<file path="config.mk">
export PLATFORM = sky130hd
export DESIGN_NAME = axi_proxy_rx
export DESIGN_NICKNAME = d
export VERILOG_FILES = /design/src/rtl/axi_proxy_rx.sv
export SDC_FILE = /design/constraint.sdc
export NUM_CORES = 1
export LEC_CHECK = 0
export ABC_AREA = 1
export BUFFER_PORTS_ARGS = -buffer_cell sky130_fd_sc_hd__buf_2
export CAP_MARGIN = 10
export CORE_AREA = 4 4 271 273
export DETAILED_ROUTE_END_ITERATION = 10
export DIE_AREA = 0 0 275 277
export SLEW_MARGIN = 5
export SYNTH_ARGS = -nofsm -noshare
export SYNTH_HDL_FRONTEND = slang
export SYNTH_SLANG_ARGS = --single-unit
</file>
<file path="constraint.sdc">
create_clock -name clk -period 5.7 [get_ports clk]
set_input_delay 1.425 -clock clk [delete_from_list [all_inputs] [get_ports clk]]
set_output_delay 1.425 -clock clk [all_outputs]
set_load 0.05 [all_outputs]
</file>
<file path="src/rtl/axi_proxy_rx.sv">
// AXI-Stream to AXI4-Lite write proxy: each accepted 512-bit packet becomes one
// single-beat AXI4-Lite write, with optional marker validation and response counters.
module axi_proxy_rx #(
  parameter bit          CHECK_MARKERS = 1'b1,
  parameter logic [31:0] MARKER0       = 32'hBEADCAFE,
  parameter logic [31:0] MARKER1       = 32'hFADEDBAD
) (
  input  logic         clk,
  input  logic         reset,
  input  logic [511:0] S_AXIS_TDATA,
  input  logic         S_AXIS_TVALID,
  output logic         S_AXIS_TREADY,
  output logic [31:0]  M_AXI_AWADDR,
  output logic         M_AXI_AWVALID,
  input  logic         M_AXI_AWREADY,
  output logic [2:0]   M_AXI_AWPROT,
  output logic [31:0]  M_AXI_WDATA,
  output logic [3:0]   M_AXI_WSTRB,
  output logic         M_AXI_WVALID,
  input  logic         M_AXI_WREADY,
  input  logic [1:0]   M_AXI_BRESP,
  input  logic         M_AXI_BVALID,
  output logic         M_AXI_BREADY,
  output logic         busy,
  output logic [31:0]  ok_count,
  output logic [31:0]  err_count,
  output logic [31:0]  bad_marker_count,
  output logic [1:0]   last_bresp
);

  typedef enum logic [1:0] {
    IDLE   = 2'd0,
    WRITE  = 2'd1,
    WAIT_B = 2'd2
  } state_t;

  state_t      state_q, state_d;
  logic        tready_q, tready_d;
  logic [31:0] awaddr_q, awaddr_d;
  logic [31:0] wdata_q, wdata_d;
  logic        awvalid_q, awvalid_d;
  logic        wvalid_q, wvalid_d;
  logic [31:0] ok_count_q, ok_count_d;
  logic [31:0] err_count_q, err_count_d;
  logic [31:0] bad_count_q, bad_count_d;
  logic [1:0]  last_bresp_q, last_bresp_d;

  logic        marker_ok;
  logic        aw_done;
  logic        w_done;
  logic        unused_tdata;

  assign unused_tdata = ^S_AXIS_TDATA[447:64];

  assign marker_ok = !CHECK_MARKERS ||
                     ((S_AXIS_TDATA[511:480] == MARKER0) &&
                      (S_AXIS_TDATA[479:448] == MARKER1));

  // A channel counts as done once its VALID is low or is being accepted this cycle.
  assign aw_done = !awvalid_q || M_AXI_AWREADY;
  assign w_done  = !wvalid_q  || M_AXI_WREADY;

  always_comb begin
    state_d      = state_q;
    awaddr_d     = awaddr_q;
    wdata_d      = wdata_q;
    awvalid_d    = awvalid_q;
    wvalid_d     = wvalid_q;
    ok_count_d   = ok_count_q;
    err_count_d  = err_count_q;
    bad_count_d  = bad_count_q;
    last_bresp_d = last_bresp_q;

    unique case (state_q)
      IDLE: begin
        if (S_AXIS_TVALID && tready_q) begin
          if (marker_ok) begin
            awaddr_d  = S_AXIS_TDATA[63:32];
            wdata_d   = S_AXIS_TDATA[31:0];
            awvalid_d = 1'b1;
            wvalid_d  = 1'b1;
            state_d   = WRITE;
          end else begin
            bad_count_d = bad_count_q + 32'd1;
          end
        end
      end
      WRITE: begin
        if (awvalid_q && M_AXI_AWREADY) awvalid_d = 1'b0;
        if (wvalid_q && M_AXI_WREADY)   wvalid_d  = 1'b0;
        if (aw_done && w_done)          state_d   = WAIT_B;
      end
      WAIT_B: begin
        if (M_AXI_BVALID) begin
          last_bresp_d = M_AXI_BRESP;
          if (M_AXI_BRESP == 2'b00) ok_count_d  = ok_count_q + 32'd1;
          else                      err_count_d = err_count_q + 32'd1;
          state_d = IDLE;
        end
      end
      default: state_d = IDLE;
    endcase

    // Registered from the next state so TREADY has no path from TVALID and
    // stays low until the first edge after reset.
    tready_d = (state_d == IDLE);
  end

  always_ff @(posedge clk or posedge reset) begin
    if (reset) begin
      state_q      <= IDLE;
      tready_q     <= 1'b0;
      awaddr_q     <= '0;
      wdata_q      <= '0;
      awvalid_q    <= 1'b0;
      wvalid_q     <= 1'b0;
      ok_count_q   <= '0;
      err_count_q  <= '0;
      bad_count_q  <= '0;
      last_bresp_q <= '0;
    end else begin
      state_q      <= state_d;
      tready_q     <= tready_d;
      awaddr_q     <= awaddr_d;
      wdata_q      <= wdata_d;
      awvalid_q    <= awvalid_d;
      wvalid_q     <= wvalid_d;
      ok_count_q   <= ok_count_d;
      err_count_q  <= err_count_d;
      bad_count_q  <= bad_count_d;
      last_bresp_q <= last_bresp_d;
    end
  end

  assign S_AXIS_TREADY    = tready_q;
  assign M_AXI_AWADDR     = awaddr_q;
  assign M_AXI_AWVALID    = awvalid_q;
  assign M_AXI_AWPROT     = 3'b000;
  assign M_AXI_WDATA      = wdata_q;
  assign M_AXI_WSTRB      = 4'hF;
  assign M_AXI_WVALID     = wvalid_q;
  assign M_AXI_BREADY     = (state_q == WAIT_B);
  assign busy             = (state_q != IDLE);
  assign ok_count         = ok_count_q;
  assign err_count        = err_count_q;
  assign bad_marker_count = bad_count_q;
  assign last_bresp       = last_bresp_q;

endmodule
</file>
==> impl_metrics.yaml, run 1 <==
outcome:
  outcome: "completed"
global_routing:
  grt-busiest-layer: "met2"
  grt_pass1_wl_mm: 50.3
  antenna_found_initial: 16
  use_met2: 0.130
  grt_max_degree: 97
  grt_usage: 0.0883
  first_global_vias: 8402
  overflow: 0
  use_met3: 0.0358
  globalRouteMet1Util: 0.118
sta:
  worst_pin_slew_ns: 0.783
  grt_setup_unrepaired: "no"
  final.setup.tns_ns: 0
  slew_viol_final: 0
  fin_crit_sh: 0.629
  relSlewSlack: 0.476
  finalCriticalPeriod_ns: 3.59
  setup_viol: 0
  fmaxAchievable_mhz: 279
  fin_skew_ns: 0.0116
  final_hold_viol_count: 0
setup_path:
  worstPathArrival_ns: 3.90
  crit_family: "simple AND/OR/NAND/NOR gates"
  crit_buf_inv: 3
  critPathKind: "in2reg"
  start_kind: "input port"
  path_max_fanout: 67
  crit_chain: "buf_2, inv_1, nand4_1, nor2_1, nand2_1, nor2_1, nand3_4, buf_4, nand2_1, o21ai_0"
  cpMaxStageDelayCell: "nor2_1"
  cp-end-kind: "flop"
  reg2regPathDepth: 7
  path_depth: 10
  worstPathRequired_ns: 6.01
  max_stage_delay_ns: 0.60
place:
  place.gp.congestion: 0.841
  hpwlAfterDp_mm: 27.3
  placed_area_um2: 11600
  portBuffers: 302
clock_tree:
  clock_path_buffers: 2
  numCtsBuffers: 17
  clock_sinks: 167
  root_buffer: "clkbuf_16"
  cts_setup_buffers: 0
  clkLatencyLatePin_ns: 0.46
  cts.hold.buffers_added: 0
  postCtsResizedCells: 0
  clkSlewWorstSetupHoldPaths_ns: 0.07
  cts_tree: "yes"
  htreeDepth: 4
route:
  wl_per_cell_um: 13.6
  firstDrtPassIters: 5
  viasPerCell: 3.43
  ant_nets: 0
  drt_iter0_drc: 521
  drc: 0
  drt-total-wl_mm: 33.3
  vias: 8404
yosys:
  ys_ff_latch: 167
  synth_cells: 1184
  synth.most_common_cell: "nand2_1"
  syn_avg_cell_area_um2: 7.61
  ys.flop_type: "dfrtp_1"
  synth-seq-area-share: 0.464
  synth_top_area_frac: 0.464
  yosysTopAreaCell: "dfrtp_1"
  synth_area_um2: 9010
  ys_types: 36
  synth_edf_count: 0
  synth-warning-count: 0
  async_reset_ff_frac: 1.00
  synthTopCellsByArea: "dfrtp_1 (46%), nand2_1 (16%), inv_1 (6.9%)"
  synthTopCellsByCount: "nand2_1 (376), dfrtp_1 (167), inv_1 (165)"
die:
  dieArea_um2: 76200
  initial_core_util: 0.127
  die_h_um: 277
  num_rows: 98
  core-area_um2: 71100
  die_x_um: 275
  io_pins: 694
cells_and_area:
  n_fill_cell: 8086
  syn_to_final_growth_pct: 35.8
  final_layout_size_suffix_gt1_frac: 0.256
  multi_input_area_um2: 4030
  fin_nets: 2006
  regArea_um2: 4180
  post-route-cell-area_um2: 12200
power_and_ir_drop:
  peakVddDrop_uv: 169
  p_leak_nw: 6.38
  powerDensity_nw_per_um2: 236
run:
  drv_cap: 0
min_path:
  min_path_cells: 1
  hold_path_class: "reg2reg"
## routing by layer
metal	vias to the layer above	share of wire
li1	4275	-
met1	3772	0.48
met2	300	0.41
met3	39	0.095
met4	18	0.016
met5	-	0.0037
## stage by stage
step	total power [mW]	setup WS [ns]	utilization	hold WS, ns	cells
6_report	2.89	2.11	0.172	0.464	2449
5_1_grt	3.03	1.87	0.172	0.507	2447
4_1_cts	2.95	2.16	0.172	0.472	2445
3_5_place_dp	1.63	1.65	0.163	0.452	2414
3_3_place_gp	1.63	1.69	0.163	0.451	2414
2_1_floorplan	1.50	2.15	-	0.588	1189
## final timing paths
| path | end | slack [ns] | start |
|---|---|---|---|
| worst min-delay path | err_count[31]$_DFFE_PP0P_ | 0.46 | err_count[31]$_DFFE_PP0P_ |
| max in group asynchronous | bad_marker_count[0]$_DFFE_PP0P_ | 3.63 | reset |
| worst max-delay path | M_AXI_AWADDR[9]$_DFFE_PP0P_ | 2.11 | S_AXIS_TDATA[474] |
| min in group asynchronous | err_count[0]$_DFFE_PP0P_ | 1.03 | reset |
| worst min register to register | err_count[31]$_DFFE_PP0P_ | 0.46 | err_count[31]$_DFFE_PP0P_ |
| worst max register to register | M_AXI_AWADDR[9]$_DFFE_PP0P_ | 3.28 | state_q[0]$_DFF_PP0_ |
## cell families (layout without fill, tap and decap cells)
group,Yosys count,in the layout,share of synthesized area
fa+ha+maj,3,3,0.00417
buf+inv,200,506,0.0919
xor+xnor,67,67,0.0651
compound gates,82,82,0.0464
flops,167,167,0.464
simple gates,663,663,0.328
other cells,2,11,0.000834
## cells in the final DEF, fill, tap and decap left out, types with 22 or more instances in the layout
cell and instances:
buf_2 302, dfrtp_1 167, inv_1 164, nand2_1 376, nand3_1 52, nand4_1 34
nor2_1 124, nor3_1 22, o21ai_0 42, o21ai_1 36, xnor2_1 26, xor2_1 41
## sequential cells by signal, summed over array words and instances, names as in the netlist, 2 cells and up
signal and flops:
M_AXI_AWADDR 32, M_AXI_WDATA 32, bad_marker_count 32, err_count 32, last_bresp 2, ok_count 32, state_q 2
## where the power goes
group          internal (mW)  switching [mW]  total (mW)
Clock                  0.717           0.573        1.29
Combinational         0.0981           0.247       0.345
Sequential              1.21          0.0439        1.26
## layout make-up
| type | instances | share of cell area |
|---|---|---|
| Antenna cell | 4 | 0.000818 |
| Tap cell | 950 | 0.0972 |
| Timing Repair Buffer | 306 | 0.127 |
| Clock buffer | 18 | 0.0359 |
| Clock inverter | 13 | 0.0154 |
| Multi-Input combinational cell | 822 | 0.330 |
| Sequential cell | 167 | 0.342 |
| Inverter | 169 | 0.0524 |
(Power assumes the default switching activity.)
==> run 2: changes to the inputs <==
Settings changed: CORE_AREA 4 4 271 273 to 4 4 265 267, DIE_AREA 0 0 275 277 to 0 0 269 271.
Clock period 5.7 ns to 3.7 ns, I/O delays scaled along.
==> run 2 against run 1 <==
Compared with the run above:
- cell area down 0.21%
- via count up 0.67%
- sequential power up 54%
- die area down 4.3%
- clock power up 45%
- cell count down 2.4%
- clock skew up 0.0052 ns
- power up 51%
- sequential share of layout area up 0.073 points
- hold slack worse by 0.0036 ns
- highest routed layer unchanged
==> impl_metrics.yaml, run 2 (same netlist as run 1, synthesis figures left out) <==
outcome:
  outcome: "completed"
setup_path:
  regToRegSetupSlack_ns: 1.76
  critPathKind: "reg2out"
  start_kind: "flop"
  cp-end-kind: "primary output"
  r2r_start: "ok_count[0]$_DFFE_PP0P_"
  crit_buf_inv: 2
  worst_r2r_endpoint: "ok_count[28]$_DFFE_PP0P_"
  crit_chain: "inv_2, nor2_2, buf_2"
  max_stage_delay_ns: 0.42
  reg2regPathDepth: 10
  crit_family: "flip-flops"
  worstPathRequired_ns: 2.77
  cpMaxStageDelayCell: "dfrtp_1"
  path_max_fanout: 3
  worstPathArrival_ns: 1.40
  path_depth: 3
global_routing:
  use_met3: 0.0424
  antenna_found_initial: 18
  use_met2: 0.138
  grt_max_degree: 129
  overflow: 0
  grt-busiest-layer: "met2"
  grt_pass1_wl_mm: 52.2
  grt_usage: 0.0983
  globalRouteMet1Util: 0.133
  first_global_vias: 8281
cells_and_area:
  regArea_um2: 4180
  final_layout_size_suffix_gt1_frac: 0.258
  multi_input_area_um2: 4030
  fin_nets: 2015
  final_cell_mix: "nand2_1 (376), buf_2 (302), dfrtp_1 (167)"
  final_common_cell: "nand2_1"
  n_fill_cell: 7666
  syn_to_final_growth_pct: 35.5
power_and_ir_drop:
  net-switching-power_mw: 1.33
  p_leak_nw: 6.40
  peakVddDrop_uv: 276
  pwr-share-comb: 0.127
  clkPwrFrac: 0.429
  cellInternalPower_mw: 3.04
  power.total_mw: 4.37
  powerDensity_nw_per_um2: 358
  pwr-share-seq: 0.444
  switching_share: 0.305
sta:
  fin_crit_sh: 0.630
  setup_viol: 0
  grt_setup_unrepaired: "no"
  relSlewSlack: 0.393
  fmaxAchievable_mhz: 429
  worst_pin_slew_ns: 0.909
  final.setup.tns_ns: 0
  finalCriticalPeriod_ns: 2.33
  slew_viol_final: 0
  final_hold_viol_count: 0
  fin_skew_ns: 0.0168
die:
  num_rows: 96
  initial_core_util: 0.132
  io_pins: 694
  dieArea_um2: 72900
  core-area_um2: 68100
  die_x_um: 269
  die_h_um: 271
clock_tree:
  htreeDepth: 4
  postCtsResizedCells: 0
  cts_setup_buffers: 0
  root_buffer: "clkbuf_16"
  cts_tree: "yes"
  clock_sinks: 167
  numCtsBuffers: 17
  cts.hold.buffers_added: 0
  clock_path_buffers: 2
  clkLatencyLatePin_ns: 0.47
  clkSlewWorstSetupHoldPaths_ns: 0.07
place:
  place.gp.congestion: 0.868
  hpwlAfterDp_mm: 29.6
  portBuffers: 302
min_path:
  hp-start: "err_count[31]$_DFFE_PP0P_"
  min_path_cells: 1
  whs_endpoint: "err_count[31]$_DFFE_PP0P_"
  hold_path_class: "reg2reg"
route:
  vias: 8460
  firstDrtPassIters: 6
  ant_nets: 0
  drt_iter0_drc: 410
  wl_per_cell_um: 14.9
  drt-total-wl_mm: 35.6
  viasPerCell: 3.54
  drc: 0
run:
  drv_cap: 0
==> run 2: worst max-delay path by stage <==
stage                              endpoint  slack, ns            startpoint
6_report                       M_AXI_BREADY       1.37  state_q[1]$_DFF_PP0_
5_1_grt         M_AXI_WDATA[14]$_DFFE_PP0P_       1.24     S_AXIS_TDATA[486]
4_1_cts                        M_AXI_BREADY       1.32  state_q[1]$_DFF_PP0_
3_5_place_dp    M_AXI_AWADDR[6]$_DFFE_PP0P_       0.89     S_AXIS_TDATA[486]
3_3_place_gp   M_AXI_AWADDR[22]$_DFFE_PP0P_       0.94     S_AXIS_TDATA[486]
2_1_floorplan   M_AXI_AWADDR[0]$_DFFE_PP0P_       0.65                 reset
==> run 2: through the flow <==
step / setup slack, ns / util / cell area [µm²] / hold slack [ns] / instances
2_1_floorplan: 0.648 / - / 9030 / 0.588 / 1189
3_3_place_gp: 0.938 / 0.171 / 11600 / 0.451 / 2355
3_5_place_dp: 0.895 / 0.171 / 11600 / 0.453 / 2355
4_1_cts: 1.32 / 0.179 / 12200 / 0.465 / 2385
5_1_grt: 1.24 / 0.179 / 12200 / 0.495 / 2386
6_report: 1.37 / 0.179 / 12200 / 0.461 / 2391
==> run 2: worst reg2reg max path, cell delays in order, from the launching register on <==
cell,delay [ns]
dfrtp_1,0.40
ha_1,0.18
nand3_1,0.10
nor2_1,0.39
inv_2,0.11
nor2_4,0.15
nand2_2,0.10
nor2_4,0.12
nand2_2,0.10
o21ai_1,0.13
nand2_1,0.06
==> run 2: layer usage <==
metal / wire, µm / up-vias
met2: 13900 / 333
met3: 3770 / 42
met4: 853 / 14
met5: 90 / -
li1: - / 4271
met1: 17000 / 3800
==> run 2: layout make-up <==
cell class	instances	area share
diodes	6	0.00123
clock buffers	19	0.0355
clock inverters	11	0.0118
inverters	169	0.0525
multi-input cells	822	0.330
flip-flops and latches	167	0.342
well taps	882	0.0904
repair buffers	315	0.136
==> run 2: power by group through the flow <==
| stage | clock network [mW] | registers, mW | logic (mW) |
|---|---|---|---|
| floorplan | 0 | 2.12 | 0.188 |
| global placement | 0 | 1.97 | 0.559 |
| detailed placement | 0 | 1.97 | 0.563 |
| CTS | 1.94 | 1.94 | 0.567 |
| global route | 2.01 | 1.95 | 0.612 |
| finish | 1.87 | 1.94 | 0.555 |
